===== src/rtl/operand_join.sv =====
// Two-operand aligner: buffers each operand stream in its own FIFO and
// releases one matched pair per cycle with both ready strobes asserted together.
module operand_join #(
    parameter int N     = 16,
    parameter int DEPTH = 4,
    localparam int CW   = $clog2(DEPTH + 1)
) (
    input  logic          CLK,
    input  logic          RST,
    input  logic          EN,
    input  logic          R_IN1,
    input  logic [N-1:0]  D_IN1,
    input  logic          R_IN2,
    input  logic [N-1:0]  D_IN2,
    output logic          R_OUT1,
    output logic [N-1:0]  D_OUT1,
    output logic          R_OUT2,
    output logic [N-1:0]  D_OUT2,
    output logic [CW-1:0] CNT1,
    output logic [CW-1:0] CNT2,
    output logic          OVF
);

    localparam int AW = $clog2(DEPTH);

    logic [N-1:0]  mem1 [DEPTH];
    logic [N-1:0]  mem2 [DEPTH];
    logic [AW-1:0] wp1, rp1, wp2, rp2;
    logic          r_out;
    logic          pop, push1, push2, drop;

    // A full FIFO still accepts a write when it is popped on the same edge;
    // the slot being written is the head being read, which is sampled pre-edge.
    always_comb begin
        pop   = EN && (CNT1 != '0) && (CNT2 != '0);
        push1 = EN && R_IN1 && ((CNT1 < CW'(DEPTH)) || pop);
        push2 = EN && R_IN2 && ((CNT2 < CW'(DEPTH)) || pop);
        drop  = EN && ((R_IN1 && !push1) || (R_IN2 && !push2));
    end

    always_ff @(posedge CLK or negedge RST) begin
        if (!RST) begin
            for (int i = 0; i < DEPTH; i++) begin
                mem1[i] <= '0;
                mem2[i] <= '0;
            end
            wp1    <= '0;
            rp1    <= '0;
            wp2    <= '0;
            rp2    <= '0;
            CNT1   <= '0;
            CNT2   <= '0;
            r_out  <= 1'b0;
            D_OUT1 <= '0;
            D_OUT2 <= '0;
            OVF    <= 1'b0;
        end else if (EN) begin
            r_out <= pop;
            if (pop) begin
                D_OUT1 <= mem1[rp1];
                D_OUT2 <= mem2[rp2];
                rp1    <= rp1 + AW'(1);
                rp2    <= rp2 + AW'(1);
            end
            if (push1) begin
                mem1[wp1] <= D_IN1;
                wp1       <= wp1 + AW'(1);
            end
            if (push2) begin
                mem2[wp2] <= D_IN2;
                wp2       <= wp2 + AW'(1);
            end
            CNT1 <= CNT1 + CW'(push1) - CW'(pop);
            CNT2 <= CNT2 + CW'(push2) - CW'(pop);
            if (drop)
                OVF <= 1'b1;
        end
    end

    assign R_OUT1 = r_out;
    assign R_OUT2 = r_out;

endmodule

===== config.mk =====
export PLATFORM = sky130hd
export DESIGN_NAME = operand_join
export DESIGN_NICKNAME = d
export VERILOG_FILES = /design/src/rtl/operand_join.sv
export SDC_FILE = /design/constraint.sdc
export NUM_CORES = 1
export LEC_CHECK = 0
export BUFFER_PORTS_ARGS = -buffer_cell sky130_fd_sc_hd__buf_2
export CAP_MARGIN = 0
export CORE_ASPECT_RATIO = 1.75
export CORE_MARGIN = 1
export CORE_UTILIZATION = 60
export DETAILED_ROUTE_END_ITERATION = 16
export PLACE_DENSITY = 0.81
export SLEW_MARGIN = 20
export SYNTH_ARGS = -nofsm -noshare
export SYNTH_HDL_FRONTEND = slang
export SYNTH_SLANG_ARGS = --single-unit

===== constraint.sdc =====
create_clock -name CLK -period 4.9 [get_ports CLK]
set_clock_uncertainty 0.05 [all_clocks]
set_input_delay 0.98 -clock CLK [delete_from_list [all_inputs] [get_ports CLK]]
set_output_delay 0.98 -clock CLK [all_outputs]
set_load 0.05 [all_outputs]

Word level (Yosys, flattened, before mapping)
Cells that the tools add are included.
{ "word_totals": {"output_inout_bits": 41, "regBits": 176, "input_bits": 37, "wordCells": 72} }
{ "classes": {"magnitude_cmp": 8, "muxes": 12, "n_bitwise": 4, "reduce_logical": 22, "add_sub_neg": 8} }
{ "ops": {"columns": ["op", "count"], "rows": [
  ["$bwmux W64", 2],
  ["$mux W16", 6],
  ["$bmux W16 S2", 2],
  ["$demux W16 S2", 2],
  ["$ge A3 B3 Y1 const B", 4],
  ["$not A2 Y3", 4],
  ["$logic_and A1 B1 Y1", 11],
  ["$add A2 B1 Y2 const B", 4],
  ["$reduce_and A2 Y1", 4],
  ["$add A3 B1 Y3", 2],
  ["$lt A3 B1 Y1 const B", 2],
  ["$lt A3 B3 Y1 const B", 2],
  ["$reduce_bool A3 Y1", 2],
  ["$sub A3 B1 Y3", 2],
  ["$logic_or A1 B1 Y1", 3],
  ["$logic_not A1 Y1", 2]
]} }

Longest topological paths before layout
{ "logic_depth": {"ltp_word": 10, "mapped_depth": 12, "mapped_depth_nobuf": 11} }

Worst setup path after synthesis
Ideal clock, no wire load.
{ "synth_path": {"kind": "reg-to-reg", "startpoint": "reg CNT2[1]", "endpoint": "reg CNT2[2]", "slack_ns": 1.971, "setup_time_ns": 0.145, "required_time_ns": 4.705, "synth_period_minus_slack_ns": 2.929, "stages_incl_launch_ff": 13, "arrival_ns": 2.734, "cell_sequence": "dfrtp_1 -> or3_1 -> nand3_1 -> inv_2 -> buf_2 -> ha_1 -> inv_1 -> ha_1 -> inv_1 -> fa_1 -> xor2_1 -> nand2_1 -> xnor2_1"} }
{ "synth_via": {"elab_chain_len": 6} }
{ "synth_rtl": {"columns": ["item", "line", "source"], "rows": [
  ["start, declared", "20", "output logic [CW-1:0] CNT2,"],
  ["start signal, assigned", "74", "CNT2 <= CNT2 + CW'(push2) - CW'(pop);"],
  ["$reduce_bool A3 Y1 *", "35", "pop = EN && (CNT1 != '0) && (CNT2 != '0);"],
  ["$logic_and A1 B1 Y1 *", "35", null],
  ["via pop", "30", "logic pop, push1, push2, drop;"],
  ["$logic_or A1 B1 Y1", "37", "push2 = EN && R_IN2 && ((CNT2 < CW'(DEPTH)) || pop);"],
  ["$logic_and A1 B1 Y1", "37", null],
  ["$add A3 B1 Y3", "74", null],
  ["$sub A3 B1 Y3 *", "74", null]
]} }
The timed path passes the listed nets; every way through them passes the cells marked *.
A chain may end at the register's enable or synchronous reset.

Final worst setup path
{ "layout_path": {"startpoint": "in EN", "endpoint": "reg CNT1[2]"} }
{ "layout_via": {"elab_chain_len": 6} }
{ "layout_rtl": {"columns": ["item", "line", "source"], "rows": [
  ["start, declared", "10", "input logic EN,"],
  ["$logic_and A1 B1 Y1 (2 in series)", "35", null],
  ["$logic_or A1 B1 Y1", "36", "push1 = EN && R_IN1 && ((CNT1 < CW'(DEPTH)) || pop);"],
  ["$logic_and A1 B1 Y1", "36", null],
  ["$add A3 B1 Y3", "73", "CNT1 <= CNT1 + CW'(push1) - CW'(pop);"],
  ["$sub A3 B1 Y3", "73", null],
  ["end signal, assigned", "73", null],
  ["end, declared", "19", "output logic [CW-1:0] CNT1,"]
]} }
Parallel ways exist; a longest one is shown, timed or not.

==> summary.md <==
| Metric | Value |
|---|---|
| Vias in the first global route | 4801 |
| GPL Wtd Cong | 0.7513 |
| EDFF count, synth | 0 |
| Vias per cell | 5.766 |
| HP Start | mem2[35] |
| Area Overhead vs Synth | 13.71% |
| Buf/Inv on CP | 4 |
| Most common cell in the netlist | dfrtp_1 |
| Remaining antenna violation count | 0 |
| Global-route wire length before repair | 24610 um |
| Max Root-Sink Buffers | 2 |
| Worst Setup End Kind | register |
| Final hold viol count | 0 |
| Initial antenna violation count | 0 |
| Post-CTS Hold Fix Bufs | 0 |
| Seq pwr share | 40.1% |
| Die W | 88.29 um |
| Die height | 153.0 um |
| Post-synthesis register bit count | 176 |
| Synth top area share | 56.33% |
| Grt total ovfl | 0 |
| DRC viols | 0 |
| Initial Util | 62.22% |
| Comb pwr share | 40.0% |
| Ports | 78 |
| Clk root buf | clkbuf_16 |
| CP Class | in2reg |
| Area leader, netlist | dfrtp_1 |
| Largest net degree at the start of global routing | 99 |
| Drt wl/cell | 20.67 um |
| Worst-path clk slew | 0.07 ns |
| Port Buffers | 77 |
| Die ar. | 13510 um^2 |
| CP Launch Type | input pin |
| Maximum level of the CTS H-tree | 4 |
| Antenna Cells | 0 |
| GRT Util Overall | 24.60% |
| WL final | 15030 um |
| Final nets | 597 |
| Net Count, Synth | 516 |
| Tightest Pin Transition | 1.079 ns |
| Cells after Synth | 465 |
| Sw Ratio | 36.14% |
| Core area | 12570 um^2 |
| Delay-heaviest family, CP | adder cells |
| Postcts setup bufs | 0 |
| CTS Sinks | 176 |
| Pwr per Cell Area | 760.9 nW/um^2 |
| Final Max Tran Viols | 0 |
| DRT iter0 DRCs | 161 |
| WP data required | 5.14 ns |
| Yosys Warn Count | 0 |
| TritonCTS buffer count | 17 |
| Min Tclk post-route | 2.830 ns |
| Min-Delay Path Class | reg2reg |
| Ys flop type | dfrtp_1 |
| Register area share after synthesis | 56.33% |
| Mapped cell area | 7819 um^2 |
| Post-DP HPWL | 9696 um |
| Worst VDD drop | 0.4675 mV |
| Crit-path slowest cell | fa_1 |
| Final design area excluding fillers | 8891 um^2 |
| Post-synth ARST share | 100.0% |
| Max-cap violations | 0 |
| Rows | 54 |
| Synth top cells by count | dfrtp_1 (176), mux2_2 (134), mux4_2 (32) |
| Crit path cell chain | buf_2 > nand3_1 > inv_2 > ha_1 > inv_1 > ha_1 > inv_1 > fa_1 > xor2_1 > nand2_1 > xnor2_1 |
| Syn Area/Cell | 16.81 um^2 |
| CP peak stage delay | 0.37 ns |
| NetSw | 0.002445 W |
| PostCTS Resize Cnt | 0 |
| P_leak | 3.969 nW |
| DR pass1 iterations | 4 |
| Cell Int Power | 0.004320 W |
| WP data arrival | 3.08 ns |
| FF-to-FF Start | CNT2[1] |
| Achievable Freq | 353.3 MHz |
| Critical path startpoint | EN |
| Synth top area cells | dfrtp_1 (56%), mux2_2 (19%), mux4_2 (9.2%) |
| RSZ-0062 raised after global routing | no |
| Via count | 4192 |
| Unique masters post-synth | 30 |
| Crit share post-route | 57.76% |
| CP Max Fanout | 15 |
| Setup TNS | 0 ns |
| Share of layout cells above drive strength 1 | 57.60% |
| Post-DP Area | 8298 um^2 |
| Rel. slew slack | 28.06% |
| Status | finished, final reports clean |
| Final setup viols | 0 |
| TritonCTS clock tree | built |
| Clock power share | 19.9% |
| Worst-Skew Late Latency | 0.43 ns |
[sequential cells by signal, indices dropped and copies added, names as in the netlist]
name	cells
OVF	1
R_OUT1	1
mem2	64
CNT1	3
wp1	2
D_OUT1	16
rp1	2
rp2	2
D_OUT2	16
mem1	64
wp2	2
CNT2	3
[power by group through the flow]
stage                     combinational (W)  clock, W  sequential [W]
after floorplan                     0.00173         0         0.00308
after global placement              0.00263         0         0.00267
after detailed placement            0.00273         0         0.00273
after CTS                           0.00275   0.00137         0.00272
after global routing                0.00290   0.00142         0.00281
final                               0.00271   0.00135         0.00271
[kinds of logic (layout without fill, tap and decap cells)]
| family | Yosys count | in the layout | synth area share, % |
|---|---|---|---|
| AO/OA/AOI/OAI | 4 | 4 | 0.3200 |
| multiplexers | 196 | 196 | 34.28 |
| adder cells (fa/ha/maj) | 14 | 14 | 2.432 |
| flip-flops | 176 | 176 | 56.33 |
| AND/OR/NAND/NOR | 29 | 29 | 2.512 |
| XOR/XNOR | 10 | 10 | 1.120 |
| buffers and inverters | 36 | 130 | 3.009 |
[stage by stage]
stage                     hold WS [ns]  worst slack [ns]  util (%)  instances  power (W)
after floorplan                 0.4245             1.971         -        465   0.004812
after global placement          0.4332             1.725     66.03        695   0.005298
after detailed placement        0.4406             1.621     66.03        695   0.005456
after CTS                       0.4566             2.050     70.75        727   0.006833
after global routing            0.4713             1.862     70.75        727   0.007124
final                           0.4546             2.070     70.75        727   0.006766
[per-layer routing]
layer / track usage (%) / vias to the layer above / part of all wire [%]
met5: 0 / - / 0
met2: 44.10 / 95 / 56
met1: 28.47 / 2225 / 39
li1: - / 1843 / -
met3: 4.806 / 29 / 3.0
met4: 8.833 / 0 / 2.0
[worst paths after layout]
kind / cells after the start / endpoint / slack [ns]
min: 1 / mem2[35] / 0.45
max in group asynchronous: 2 / mem1[10] / 3.09
min in group asynchronous: 1 / D_OUT2[3] / 0.58
max: 11 / CNT1[2] / 2.07
min reg2reg: 1 / mem2[35] / 0.45
max reg2reg: 11 / CNT1[2] / 2.08
[worst reg2reg max path, delay by kind of cell (launching register included)]
| family | cells | cell delay (ns) |
|---|---|---|
| AND/OR/NAND/NOR | 3 | 0.98 |
| adder cells (fa/ha/maj) | 3 | 0.72 |
| flip-flops | 1 | 0.48 |
| buffers and inverters | 3 | 0.19 |
| XOR/XNOR | 2 | 0.28 |
[cell type report]
cell class                      count  area (um^2)
Clock buffer                       17        425.4
Timing Repair Buffer               86        459.2
Sequential cell                   176         4404
Multi-Input combinational cell    253         3179
Clock inverter                     15        167.7
Tap cell                          168        210.2
Fill cell                         844         3676
Inverter                           12        45.04
[placed cells by master, fill, tap and decap left out]
cell,count
or3_1,2
and3_1,3
a311o_1,1
mux2_4,30
fa_1,2
buf_6,1
buf_4,9
nor3_1,4
buf_2,76
ha_1,12
clkinvlp_4,2
clkinv_8,1
nand3_1,2
nand2_1,5
dfrtp_1,176
inv_1,11
and2_0,1
clkbuf_16,17
inv_8,4
and2_1,1
xnor2_1,6
or4b_4,1
a21oi_1,2
nor3b_2,4
nand3_2,1
nor2_1,4
o21ai_0,1
mux2_2,134
inv_6,3
clkinv_4,4
nor4b_2,1
xor2_1,4
inv_2,1
mux4_2,32
bufinv_16,1
No activity file was read; power rests on OpenSTA's default activity.
